File: config.mk
export PLATFORM = sky130hd
export DESIGN_NAME = usb_rx_frame_mover
export DESIGN_NICKNAME = d
export VERILOG_FILES = /design/src/rtl/usb_rx_frame_mover.sv
export SDC_FILE = /design/constraint.sdc
export NUM_CORES = 1
export LEC_CHECK = 0
export BUFFER_PORTS_ARGS = -buffer_cell sky130_fd_sc_hd__buf_2
export CORE_UTILIZATION = 40
export CTS_BUF_LIST = sky130_fd_sc_hd__clkbuf_8
export DETAILED_ROUTE_END_ITERATION = 8
export GPL_TIMING_DRIVEN = 0
export HOLD_SLACK_MARGIN = 0.12
export PLACE_DENSITY = 0.66
export SLEW_MARGIN = 20
export SYNTH_ARGS = -nofsm -noshare
export SYNTH_HDL_FRONTEND = slang
export SYNTH_SLANG_ARGS = --single-unit
File: constraint.sdc
create_clock -name pheriphal_clk_clk -period 4.44 [get_ports pheriphal_clk_clk]
set_input_delay 0.666 -clock pheriphal_clk_clk [delete_from_list [all_inputs] [get_ports pheriphal_clk_clk]]
set_output_delay 0.666 -clock pheriphal_clk_clk [all_outputs]
set_load 0.01 [all_outputs]
File: src/rtl/usb_rx_frame_mover.sv
// Moves one validated frame from USB RX RAM into USB data RAM, then releases the RX buffer and raises irq.
// Optional trailing-checksum verification is enabled by defining USB_FRAME_CHECKSUM_EN.
module usb_rx_frame_mover #(
    parameter int          ADDR_W = 11,
    parameter logic [15:0] MAGIC  = 16'hA55A
) (
    input  logic              pheriphal_clk_clk,
    input  logic              pheriphal_reset_reset,
    input  logic              rx_ready,
    output logic              rx_release,
    output logic              irq,
    input  logic              irq_clr,
    output logic              busy,
    output logic              err,
    output logic [ADDR_W-1:0] frame_len,
    output logic [ADDR_W-1:0] usb_rx_ram_s1_address,
    output logic              usb_rx_ram_s1_chipselect,
    output logic              usb_rx_ram_s1_clken,
    output logic              usb_rx_ram_s1_write,
    input  logic [31:0]       usb_rx_ram_s1_readdata,
    output logic [ADDR_W-1:0] usb_data_ram_s2_address,
    output logic              usb_data_ram_s2_chipselect,
    output logic              usb_data_ram_s2_clken,
    output logic              usb_data_ram_s2_write,
    output logic [31:0]       usb_data_ram_s2_writedata,
    output logic [3:0]        usb_data_ram_s2_byteenable
);
    typedef enum logic [2:0] {
        S_IDLE, S_HDR, S_DECODE, S_COPY,
`ifdef USB_FRAME_CHECKSUM_EN
        S_CHK,
`endif
        S_DONE, S_WAIT_LOW
    } state_t;

    localparam logic [ADDR_W-1:0] ALL1 = '1;
`ifdef USB_FRAME_CHECKSUM_EN
    localparam logic [ADDR_W-1:0] N_MAX = ALL1 - ADDR_W'(2);
`else
    localparam logic [ADDR_W-1:0] N_MAX = ALL1 - ADDR_W'(1);
`endif

    state_t            state_q, state_d;
    logic [ADDR_W-1:0] len_q, len_d;
    logic [ADDR_W-1:0] k_q, k_d;
    logic              ferr_q, ferr_d;
    logic              irq_q, irq_d;
    logic              err_q, err_d;
    logic [ADDR_W-1:0] frame_len_q, frame_len_d;
`ifdef USB_FRAME_CHECKSUM_EN
    logic [31:0]       sum_q, sum_d;
`endif
    logic              rd_en, wr_en;
    logic [ADDR_W-1:0] rd_addr;
    logic [ADDR_W-1:0] hdr_len;
    logic [ADDR_W:0]   kp1, kp2;

    assign hdr_len = usb_rx_ram_s1_readdata[ADDR_W-1:0];
    assign kp1     = {1'b0, k_q} + (ADDR_W+1)'(1);
    assign kp2     = {1'b0, k_q} + (ADDR_W+1)'(2);

    always_comb begin
        state_d     = state_q;
        len_d       = len_q;
        k_d         = k_q;
        ferr_d      = ferr_q;
        irq_d       = irq_q & ~irq_clr;
        err_d       = err_q & ~irq_clr;
        frame_len_d = frame_len_q;
`ifdef USB_FRAME_CHECKSUM_EN
        sum_d       = sum_q;
`endif
        rd_en       = 1'b0;
        rd_addr     = '0;
        wr_en       = 1'b0;
        case (state_q)
            S_IDLE: if (rx_ready) state_d = S_HDR;
            S_HDR: begin
                rd_en   = 1'b1;
                state_d = S_DECODE;
            end
            S_DECODE: begin
                len_d  = hdr_len;
                k_d    = '0;
                ferr_d = 1'b0;
`ifdef USB_FRAME_CHECKSUM_EN
                sum_d  = '0;
`endif
                if (usb_rx_ram_s1_readdata[31:16] != MAGIC || hdr_len > N_MAX) begin
                    ferr_d  = 1'b1;
                    state_d = S_DONE;
                end else if (hdr_len == '0) begin
`ifdef USB_FRAME_CHECKSUM_EN
                    rd_en   = 1'b1;
                    rd_addr = ADDR_W'(1);
                    state_d = S_CHK;
`else
                    state_d = S_DONE;
`endif
                end else begin
                    rd_en   = 1'b1;
                    rd_addr = ADDR_W'(1);
                    state_d = S_COPY;
                end
            end
            S_COPY: begin
                wr_en = 1'b1;
                k_d   = kp1[ADDR_W-1:0];
`ifdef USB_FRAME_CHECKSUM_EN
                sum_d = sum_q + usb_rx_ram_s1_readdata;
                // Prefetch runs one word past the payload to fetch the checksum.
                if (kp2 <= {1'b0, len_q} + (ADDR_W+1)'(1)) begin
`else
                if (kp2 <= {1'b0, len_q}) begin
`endif
                    rd_en   = 1'b1;
                    rd_addr = kp2[ADDR_W-1:0];
                end
                if (kp1 == {1'b0, len_q}) begin
`ifdef USB_FRAME_CHECKSUM_EN
                    state_d = S_CHK;
`else
                    state_d = S_DONE;
`endif
                end
            end
`ifdef USB_FRAME_CHECKSUM_EN
            S_CHK: begin
                if (usb_rx_ram_s1_readdata != sum_q) ferr_d = 1'b1;
                state_d = S_DONE;
            end
`endif
            S_DONE: begin
                // Set wins over a same-cycle irq_clr; err reflects this frame only.
                irq_d = 1'b1;
                err_d = ferr_q;
                if (!ferr_q) frame_len_d = len_q;
                state_d = S_WAIT_LOW;
            end
            S_WAIT_LOW: if (!rx_ready) state_d = S_IDLE;
            default: state_d = S_IDLE;
        endcase
    end

    always_ff @(posedge pheriphal_clk_clk or posedge pheriphal_reset_reset) begin
        if (pheriphal_reset_reset) begin
            state_q     <= S_IDLE;
            len_q       <= '0;
            k_q         <= '0;
            ferr_q      <= 1'b0;
            irq_q       <= 1'b0;
            err_q       <= 1'b0;
            frame_len_q <= '0;
`ifdef USB_FRAME_CHECKSUM_EN
            sum_q       <= '0;
`endif
        end else begin
            state_q     <= state_d;
            len_q       <= len_d;
            k_q         <= k_d;
            ferr_q      <= ferr_d;
            irq_q       <= irq_d;
            err_q       <= err_d;
            frame_len_q <= frame_len_d;
`ifdef USB_FRAME_CHECKSUM_EN
            sum_q       <= sum_d;
`endif
        end
    end

    assign rx_release                 = (state_q == S_DONE);
    assign busy                       = (state_q != S_IDLE) && (state_q != S_WAIT_LOW);
    assign irq                        = irq_q;
    assign err                        = err_q;
    assign frame_len                  = frame_len_q;
    assign usb_rx_ram_s1_address      = rd_addr;
    assign usb_rx_ram_s1_chipselect   = rd_en;
    assign usb_rx_ram_s1_clken        = rd_en;
    assign usb_rx_ram_s1_write        = 1'b0;
    assign usb_data_ram_s2_address    = wr_en ? k_q : '0;
    assign usb_data_ram_s2_chipselect = wr_en;
    assign usb_data_ram_s2_clken      = wr_en;
    assign usb_data_ram_s2_write      = wr_en;
    assign usb_data_ram_s2_writedata  = wr_en ? usb_rx_ram_s1_readdata : '0;
    assign usb_data_ram_s2_byteenable = wr_en ? 4'hF : 4'h0;
endmodule

==> results of run 1 <==
==> power by group <==
| part | internal, mW | total, mW | switching [mW] |
|---|---|---|---|
| sequential | 0.440 | 0.539 | 0.0990 |
| clock | 0.171 | 0.315 | 0.144 |
| combinational | 0.375 | 0.962 | 0.587 |
| total | 0.986 | 1.82 | 0.831 |
==> metrics by stage <==
stage	power (mW)	hold WS [ns]	instances	area, um2	util
detailed placement	1.50	0.491	556	3660	0.527
global route	1.96	0.394	564	3780	0.545
CTS	1.82	0.379	564	3780	0.544
finish	1.82	0.367	564	3780	0.545
floorplan	1.16	0.462	346	2950	-
global placement	1.48	0.489	555	3630	0.523
==> routing by layer <==
| layer | up-vias | GRT usage | wire length (um) |
|---|---|---|---|
| met4 | 0 | 0.0462 | 55 |
| met1 | 1415 | 0.343 | 4170 |
| met5 | - | 0 | 0 |
| met3 | 6 | 0.0283 | 446 |
| li1 | 1453 | - | - |
| met2 | 84 | 0.374 | 4270 |
==> layout make-up <==
class                   instances  share of cell area
flip-flops and latches         39               0.258
plain buffers                  34              0.0476
repair buffers                114               0.157
clock inverters                 3              0.0126
well taps                      96              0.0317
multi-input cells             254               0.456
clock buffers                   5              0.0182
inverters                      19              0.0188
==> logic make-up after synthesis <==
logic type,share of synthesized area
simple gates,0.273
compound gates,0.126
buf+inv,0.0849
flops,0.331
xor+xnor,0.0713
fa+ha+maj,0.0594
mux,0.0526
other cells,0.00127
==> what timing repair did <==
item,CTS,global route
hold buffers,0,0
gates resized for setup,0,4
endpoints found under the setup margin,0,2
==> synthesized netlist by cell type (all sizes together) (9+ instances only) <==
library cell / n
a21oi: 13
and3: 44
buf: 18
clkbuf: 16
dfrtp: 39
ha: 14
inv: 19
mux2: 12
nand2: 28
nand4: 9
nor2: 18
nor2b: 12
o21ai: 28
xnor2: 14
xor2: 10
==> critical path, delay by kind of cell (launching register included) <==
family,cells,cell delay (ns)
xor gates and xnor gates,1,0.31
DFF,1,0.49
adders and majority gates,2,0.63
buffers and inverters,3,0.51
and+or+nand+nor,2,0.44
AOI/OAI and AO/OA,4,0.83
==> how the worst min path moves through the flow <==
stage          slack, ns             to  cells past startpoint
5_1_grt             0.39         k_q[8]                      2
3_3_place_gp        0.49  frame_len[10]                      1
4_1_cts             0.38         k_q[8]                      2
3_5_place_dp        0.49  frame_len[10]                      1
6_report            0.37         k_q[8]                      2
2_1_floorplan       0.46            err                      2
==> flip-flops by register name, summed over array words and instances (netlist names) <==
| name | cells |
|---|---|
| frame_len | 11 |
| state_q | 3 |
| irq | 1 |
| k_q | 11 |
| len_q | 11 |
| ferr_q | 1 |
| err | 1 |
==> flow_summary.toml, run 1 <==
[clocking]
cts_max_level = 2
clock-sinks = 39
cts_tree = "yes"
cts_root_buf = "clkbuf_8"
cts_buffer_depth = 2
cts_buffers = 5
cts_setup_buffers = 0
cts.clk_slew.worst_paths_ns = 0.09
clkLatencyLatePin_ns = 0.30

[placement]
place_ws_ns = 0.384
io_buffers = 113
place_hpwl_um = 6980
globalplace.congestion = 0.924

[die]
rows = 30
die_w_um = 87.8
dieArea_mm2 = 0.00772
die_h_um = 87.8
coreArea_mm2 = 0.00694
start_util = 0.425
ios = 115

[power_and_ir_drop]
vdd_drop_max_v = 0.000229
powerDensity_mw_per_mm2 = 480
leakage_nw = 2.13

[timing]
tightest_slew_ns = 0.585
fin_ws_ns = 0.282
rsz0062_at_grt = "no"
setup_tns_ns = 0
slew_headroom = 0.610
setup_violations = 0
min_period_over_period = 0.936
hold_viol_final = 0
fin_crit_ns = 4.16
fin_worst_skew_ns = 0.0115
max_freq_mhz = 241
slew_violations = 0

[worst_setup_path]
regToRegSetupSlack_ns = 2.08
cp.arrival_ns = 3.49
r2r-end = "state_q[0]"
critPathMostFrequentCell = "ha_1"
slowest_stage = "dfrtp_2"
crit_fanout = 10
end_kind = "output port"
crit_type = "register to output port"
setup.worst_path.start = "k_q[2]"
crit_required_ns = 3.77
crit_path_max_incr_delay_ns = 0.49
reg2reg_depth = 7
r2r-start = "k_q[0]"
crit_chain = "ha_1, nand4_1, xnor2_1, ha_1, a21o_1, a21oi_1, nor4bb_1, o21ai_0, clkbuf_2, a211oi_2, buf_4, buf_2"
endpoint = "usb_rx_ram_s1_clken"
cp-start-kind = "register"

[routing]
wl_per_cell_um = 15.8
ant_nets = 0
vias = 2958
drt_iter0_markers = 147
drc = 0
avgViaCountPerCell = 5.24
wirelength_um = 8930
detail_route.first_pass.iterations = 4

[layout]
mostFrequentLayoutCells = "buf_2, and3_1, dfrtp_1"
area_delta_synth_final_pct = 28.4
diodes = 0
fillers = 684
nNetsFinal = 517
drive_gt1_frac = 0.350
regArea_um2 = 977
layout_commonest_cell = "buf_2"
multiInputGateArea_mm2 = 0.00173

[logic_synthesis]
synth_edf_count = 0
syn_area_per_cell_um2 = 8.52
synth-seq-cells = 39
netlist_instances = 346
synth_top_area_frac = 0.331
yosysSeqAreaShare = 0.331
synth_top_area_cell = "dfrtp_1"
async_flop_share = 1.00
synth_area_leaders = "dfrtp_1, and3_1, ha_1, o21ai_0, mux2_2"
mappedNetlistNets = 396
synth_cell_types = 50
syn_area_mm2 = 0.00295
synth_flop_cell = "dfrtp_1"
yosysWarnings = 0

[grt]
antenna_found_initial = 0
grt_pass1_wl_um = 13900
grt_pass1_vias = 2699
grt_max_degree = 23
grtUsageTotal = 0.235
grt_overflow = 0

[job]
max-cap-violations = 0

[min_path]
hold_class = "input pin to async pin"

[status]
outcome = "finished clean"
(Power assumes the default switching activity.)
==> inputs of run 2 (changes only) <==
Settings changed: PLACE_DENSITY 0.66 to 0.71.
==> run 2 against run 1 <==
Against the previous run: worst hold slack better by 0.0091 ns; first-iteration DRC count increased by 45%; clock power shrank 5%; flip-flop and latch count is the same; routed wire length fell by 1.1%; utilization decreased by 0.13 points; critical path depth unchanged; sequential power is 0.9% lower; fmax increased by 1.3%; clock skew shrank 0.0074 ns; final cell count fell by 0.18%; count of clock-buffer cells in the layout unchanged; critical path type unchanged.
==> flow_summary.toml, run 2 (synthesized netlist as in run 1, its figures left out) <==
[power_and_ir_drop]
vdd_drop_max_v = 0.000196
powerDensity_mw_per_mm2 = 474
leakage_nw = 2.12

[placement]
place_hpwl_um = 6980
dpl_cell_area_mm2 = 0.00366
io_buffers = 113
globalplace.congestion = 0.901
place_ws_ns = 0.462

[worst_setup_path]
crit_fanout = 10
slowest_stage = "dfrtp_1"
crit_chain = "buf_2, nand3_1, nor3_1, xor2_1, ha_1, a21oi_1, nor4bb_1, o21ai_0, clkbuf_2, a211oi_2, buf_4, buf_2"
crit_required_ns = 3.77
end_kind = "output port"
crit_path_max_incr_delay_ns = 0.41
cp-start-kind = "register"
crit_type = "register to output port"
critPathMostFrequentCell = "buf_2"
cp.arrival_ns = 3.44

[grt]
grt_pass1_wl_um = 13700
grt_pass1_vias = 2671
antenna_found_initial = 0
grt_overflow = 0
grt_max_degree = 23
grtUsageTotal = 0.235

[routing]
wl_per_cell_um = 15.7
ant_nets = 0
wirelength_um = 8840
avgViaCountPerCell = 5.37
drt_iter0_markers = 213
drc = 0
detail_route.first_pass.iterations = 5
vias = 3025

[clocking]
cts_tree = "yes"
cts_root_buf = "clkbuf_8"
cts_max_level = 2
clock-sinks = 39
cts.clk_slew.worst_paths_ns = 0.08
cts_buffer_depth = 2
clkLatencyLatePin_ns = 0.29
cts_buffers = 5

[layout]
diodes = 0
area_delta_synth_final_pct = 28.1
final_core_util = 0.544
nNetsFinal = 517
final_area_mm2 = 0.00378
mostFrequentLayoutCells = "buf_2, and3_1, dfrtp_1"
layout_commonest_cell = "buf_2"
drive_gt1_frac = 0.351

[timing]
slew_violations = 0
fin_crit_ns = 4.10
rsz0062_at_grt = "no"
slew_headroom = 0.619
min_period_over_period = 0.924
setup_tns_ns = 0
max_freq_mhz = 244
fin_ws_ns = 0.336
setup_violations = 0
fin_worst_skew_ns = 0.00413
tightest_slew_ns = 0.572
hold_viol_final = 0

[die]
die_h_um = 87.8
ios = 115
die_w_um = 87.8
dieArea_mm2 = 0.00772
start_util = 0.425
rows = 30
coreArea_mm2 = 0.00694

[job]
max-cap-violations = 0

[min_path]
hold_class = "input pin to async pin"

[status]
outcome = "finished clean"
[run 2: repair_timing]
action                                  CTS  global route
resized for setup                         0             5
endpoints found under the setup margin    0             2
setup buffers                             0             0
hold buffers                              0             0
[run 2: layer usage]
layer / vias up / share of wire / routed length, um / GRT usage
met5: - / 0 / 0 / 0
li1: 1446 / - / - / -
met2: 125 / 0.47 / 4150 / 0.369
met3: 10 / 0.059 / 517 / 0.0311
met4: 0 / 0.012 / 102 / 0.0596
met1: 1444 / 0.46 / 4060 / 0.340
[run 2: stage by stage]
stage | hold slack (ns) | cells | power (mW)
final | 0.376 | 563 | 1.79
after floorplan | 0.462 | 346 | 1.16
after global routing | 0.407 | 563 | 1.94
after global placement | 0.487 | 555 | 1.45
after CTS | 0.387 | 563 | 1.78
after detailed placement | 0.489 | 556 | 1.48
[run 2: path summary, 6_finish.rpt]
| check | start | to | slack [ns] | depth (start not counted) |
|---|---|---|---|---|
| max | k_q[3] | usb_rx_ram_s1_clken | 0.34 | 12 |
| min | pheriphal_reset_reset | k_q[5] | 0.38 | 2 |
| max reg2reg | k_q[0] | state_q[0] | 2.08 | 7 |
| min reg2reg | frame_len[6] | frame_len[6] | 0.50 | 1 |
| max in group asynchronous | pheriphal_reset_reset | frame_len[7] | 3.59 | 3 |
| min in group pheriphal_clk_clk | frame_len[6] | frame_len[6] | 0.50 | 1 |
[run 2: power breakdown]
| part | total (mW) | internal, mW | switching, mW |
|---|---|---|---|
| combinational | 0.958 | 0.377 | 0.581 |
| clock | 0.298 | 0.164 | 0.133 |
| sequential | 0.534 | 0.440 | 0.0946 |
| total | 1.79 | 0.981 | 0.809 |
[run 2: final cells by class]
cell class / instances / area (um2)
fillers: 665 / 3170
multi-input cells: 254 / 1730
flip-flops and latches: 39 / 977
repair buffers: 114 / 593
plain buffers: 34 / 181
well taps: 96 / 120
inverters: 19 / 71.3
clock buffers: 5 / 68.8
clock inverters: 2 / 37.5
[run 2: worst max-delay path, delay by kind of cell (launching register included)]
kind	cells	cell delay, ns
DFF	1	0.41
and+or+nand+nor	3	0.77
AOI/OAI and AO/OA	3	0.67
buffers and inverters	4	0.74
adders and majority gates	1	0.29
xor gates and xnor gates	1	0.25
==> inputs of run 3 (changes only) <==
Settings changed: RECOVER_POWER set to 100.
==> run 3 against run 2 <==
Against the previous run: cell area is 3.7% lower; utilization decreased by 2.0 points; critical path depth unchanged; via count down 0.26%; global-route usage stayed put; clock power is essentially flat; worst setup slack better by 0.00066 ns; final cell count unchanged; sequential power about the same; critical endpoint unchanged; highest routed layer unchanged.
==> flow_summary.toml, run 3 (synthesized netlist as in run 1, its figures left out) <==
[status]
outcome = "finished clean"

[routing]
drt_iter0_markers = 236
detail_route.first_pass.iterations = 4
wirelength_um = 8880
vias = 3017
drc = 0
avgViaCountPerCell = 5.36
ant_nets = 0
wl_per_cell_um = 15.8

[grt]
grt_pass1_vias = 2671
grt_max_degree = 23
antenna_found_initial = 0
grt_overflow = 0
grtUsageTotal = 0.235
grt_pass1_wl_um = 13700

[worst_setup_path]
end_kind = "output port"
cp.arrival_ns = 3.44
crit_fanout = 10
cp-start-kind = "register"
crit_required_ns = 3.77
crit_type = "register to output port"

[placement]
io_buffers = 113
place_hpwl_um = 6980
dp.cells = 556
place_ws_ns = 0.462
globalplace.congestion = 0.901

[power_and_ir_drop]
clock_power_share = 0.170
finalPower_mw = 1.76
leakage_nw = 1.80
seqPwrFrac = 0.302
combPwrFrac = 0.528
vdd_drop_max_v = 0.000197
intPower_uw = 953
p_sw_frac = 0.458
power.switching_uw = 806
powerDensity_mw_per_mm2 = 484

[clocking]
cts_root_buf = "clkbuf_8"
cts_tree = "yes"
cts_buffers = 5
cts_max_level = 2
clkLatencyLatePin_ns = 0.30
cts_setup_buffers = 0
clock-sinks = 39
cts_buffer_depth = 2
cts.clk_slew.worst_paths_ns = 0.08

[timing]
hold_viol_final = 0
max_freq_mhz = 244
fin_ws_ns = 0.336
tightest_slew_ns = 1.20
fin_crit_ns = 4.10
setup_violations = 0
fin_worst_skew_ns = 0.00641
setup_tns_ns = 0
slew_violations = 0
min_period_over_period = 0.924
slew_headroom = 0.197
rsz0062_at_grt = "no"

[layout]
layout_commonest_cell = "clkbuf_1"
mostFrequentLayoutCells = "clkbuf_1, buf_2, and3_1"
nNetsFinal = 517
final_cells = 563
multiInputGateArea_mm2 = 0.00170
regArea_um2 = 977
diodes = 0
drive_gt1_frac = 0.184
fillers = 712
area_delta_synth_final_pct = 23.4

[die]
die_w_um = 87.8
ios = 115
rows = 30
die_h_um = 87.8
coreArea_mm2 = 0.00694
dieArea_mm2 = 0.00772
start_util = 0.425

[min_path]
hold_class = "input pin to async pin"

[job]
max-cap-violations = 0
## run 3: cell types whose count changed in the layout (fill, tap and decap cells not counted), sizes merged
| cell | previous run | this run |
|---|---|---|
| buf | 131 | 50 |
| clkbuf | 22 | 103 |
## run 3: layer usage
| layer | track usage | wire [um] | up-vias | part of all wire |
|---|---|---|---|---|
| met4 | 0.0596 | 129 | 0 | 0.015 |
| met3 | 0.0311 | 493 | 12 | 0.056 |
| li1 | - | - | 1444 | - |
| met2 | 0.369 | 4100 | 116 | 0.46 |
| met5 | 0 | 0 | - | 0 |
| met1 | 0.340 | 4160 | 1445 | 0.47 |
## run 3: repair_timing
item,CTS,global route
gates resized for setup,0,5
hold buffers,0,0
setup endpoints to repair,0,2
## run 3: power groups by stage
stage	logic (mW)	registers [mW]	clock network, mW
after global routing	1.04	0.541	0.318
after detailed placement	0.942	0.538	0
after global placement	0.916	0.535	0
final	0.929	0.531	0.299
after floorplan	0.651	0.511	0
after CTS	0.948	0.530	0.300
## run 3: area by class of cell
cell class / count / share of cell area
multi-input cells: 254 / 0.468
well taps: 96 / 0.0330
clock buffers: 5 / 0.0189
repair buffers: 114 / 0.132
flip-flops and latches: 39 / 0.269
clock inverters: 2 / 0.0103
plain buffers: 34 / 0.0488
inverters: 19 / 0.0196
## run 3: worst paths after layout
| kind | depth (start not counted) | endpoint | slack, ns | startpoint |
|---|---|---|---|---|
| max in group asynchronous | 3 | len_q[9] | 2.41 | pheriphal_reset_reset |
| worst min register to register | 1 | frame_len[6] | 0.51 | frame_len[6] |
| min in group pheriphal_clk_clk | 1 | frame_len[6] | 0.51 | frame_len[6] |
| worst max-delay path | 12 | usb_rx_ram_s1_clken | 0.34 | k_q[2] |
| worst min-delay path | 2 | k_q[7] | 0.48 | pheriphal_reset_reset |
| worst max register to register | 7 | state_q[0] | 1.68 | k_q[0] |
## run 3: critical path, cell delays in order, from the launching register on
cell and delay (ns):
dfrtp_2 0.46, ha_1 0.29, nand4_1 0.14, xnor2_1 0.25, ha_1 0.30, a21o_1 0.18, a21oi_1 0.21, nor4bb_1 0.30
o21ai_0 0.18, clkbuf_2 0.25, a211oi_2 0.28, buf_4 0.14, clkbuf_1 0.14
## run 3: stage by stage
stage	hold WS [ns]	util	area (um2)
final	0.482	0.524	3640
after global routing	0.529	0.524	3640
after CTS	0.387	0.543	3770
after detailed placement	0.489	0.527	3660
after global placement	0.487	0.523	3630
after floorplan	0.462	-	2950
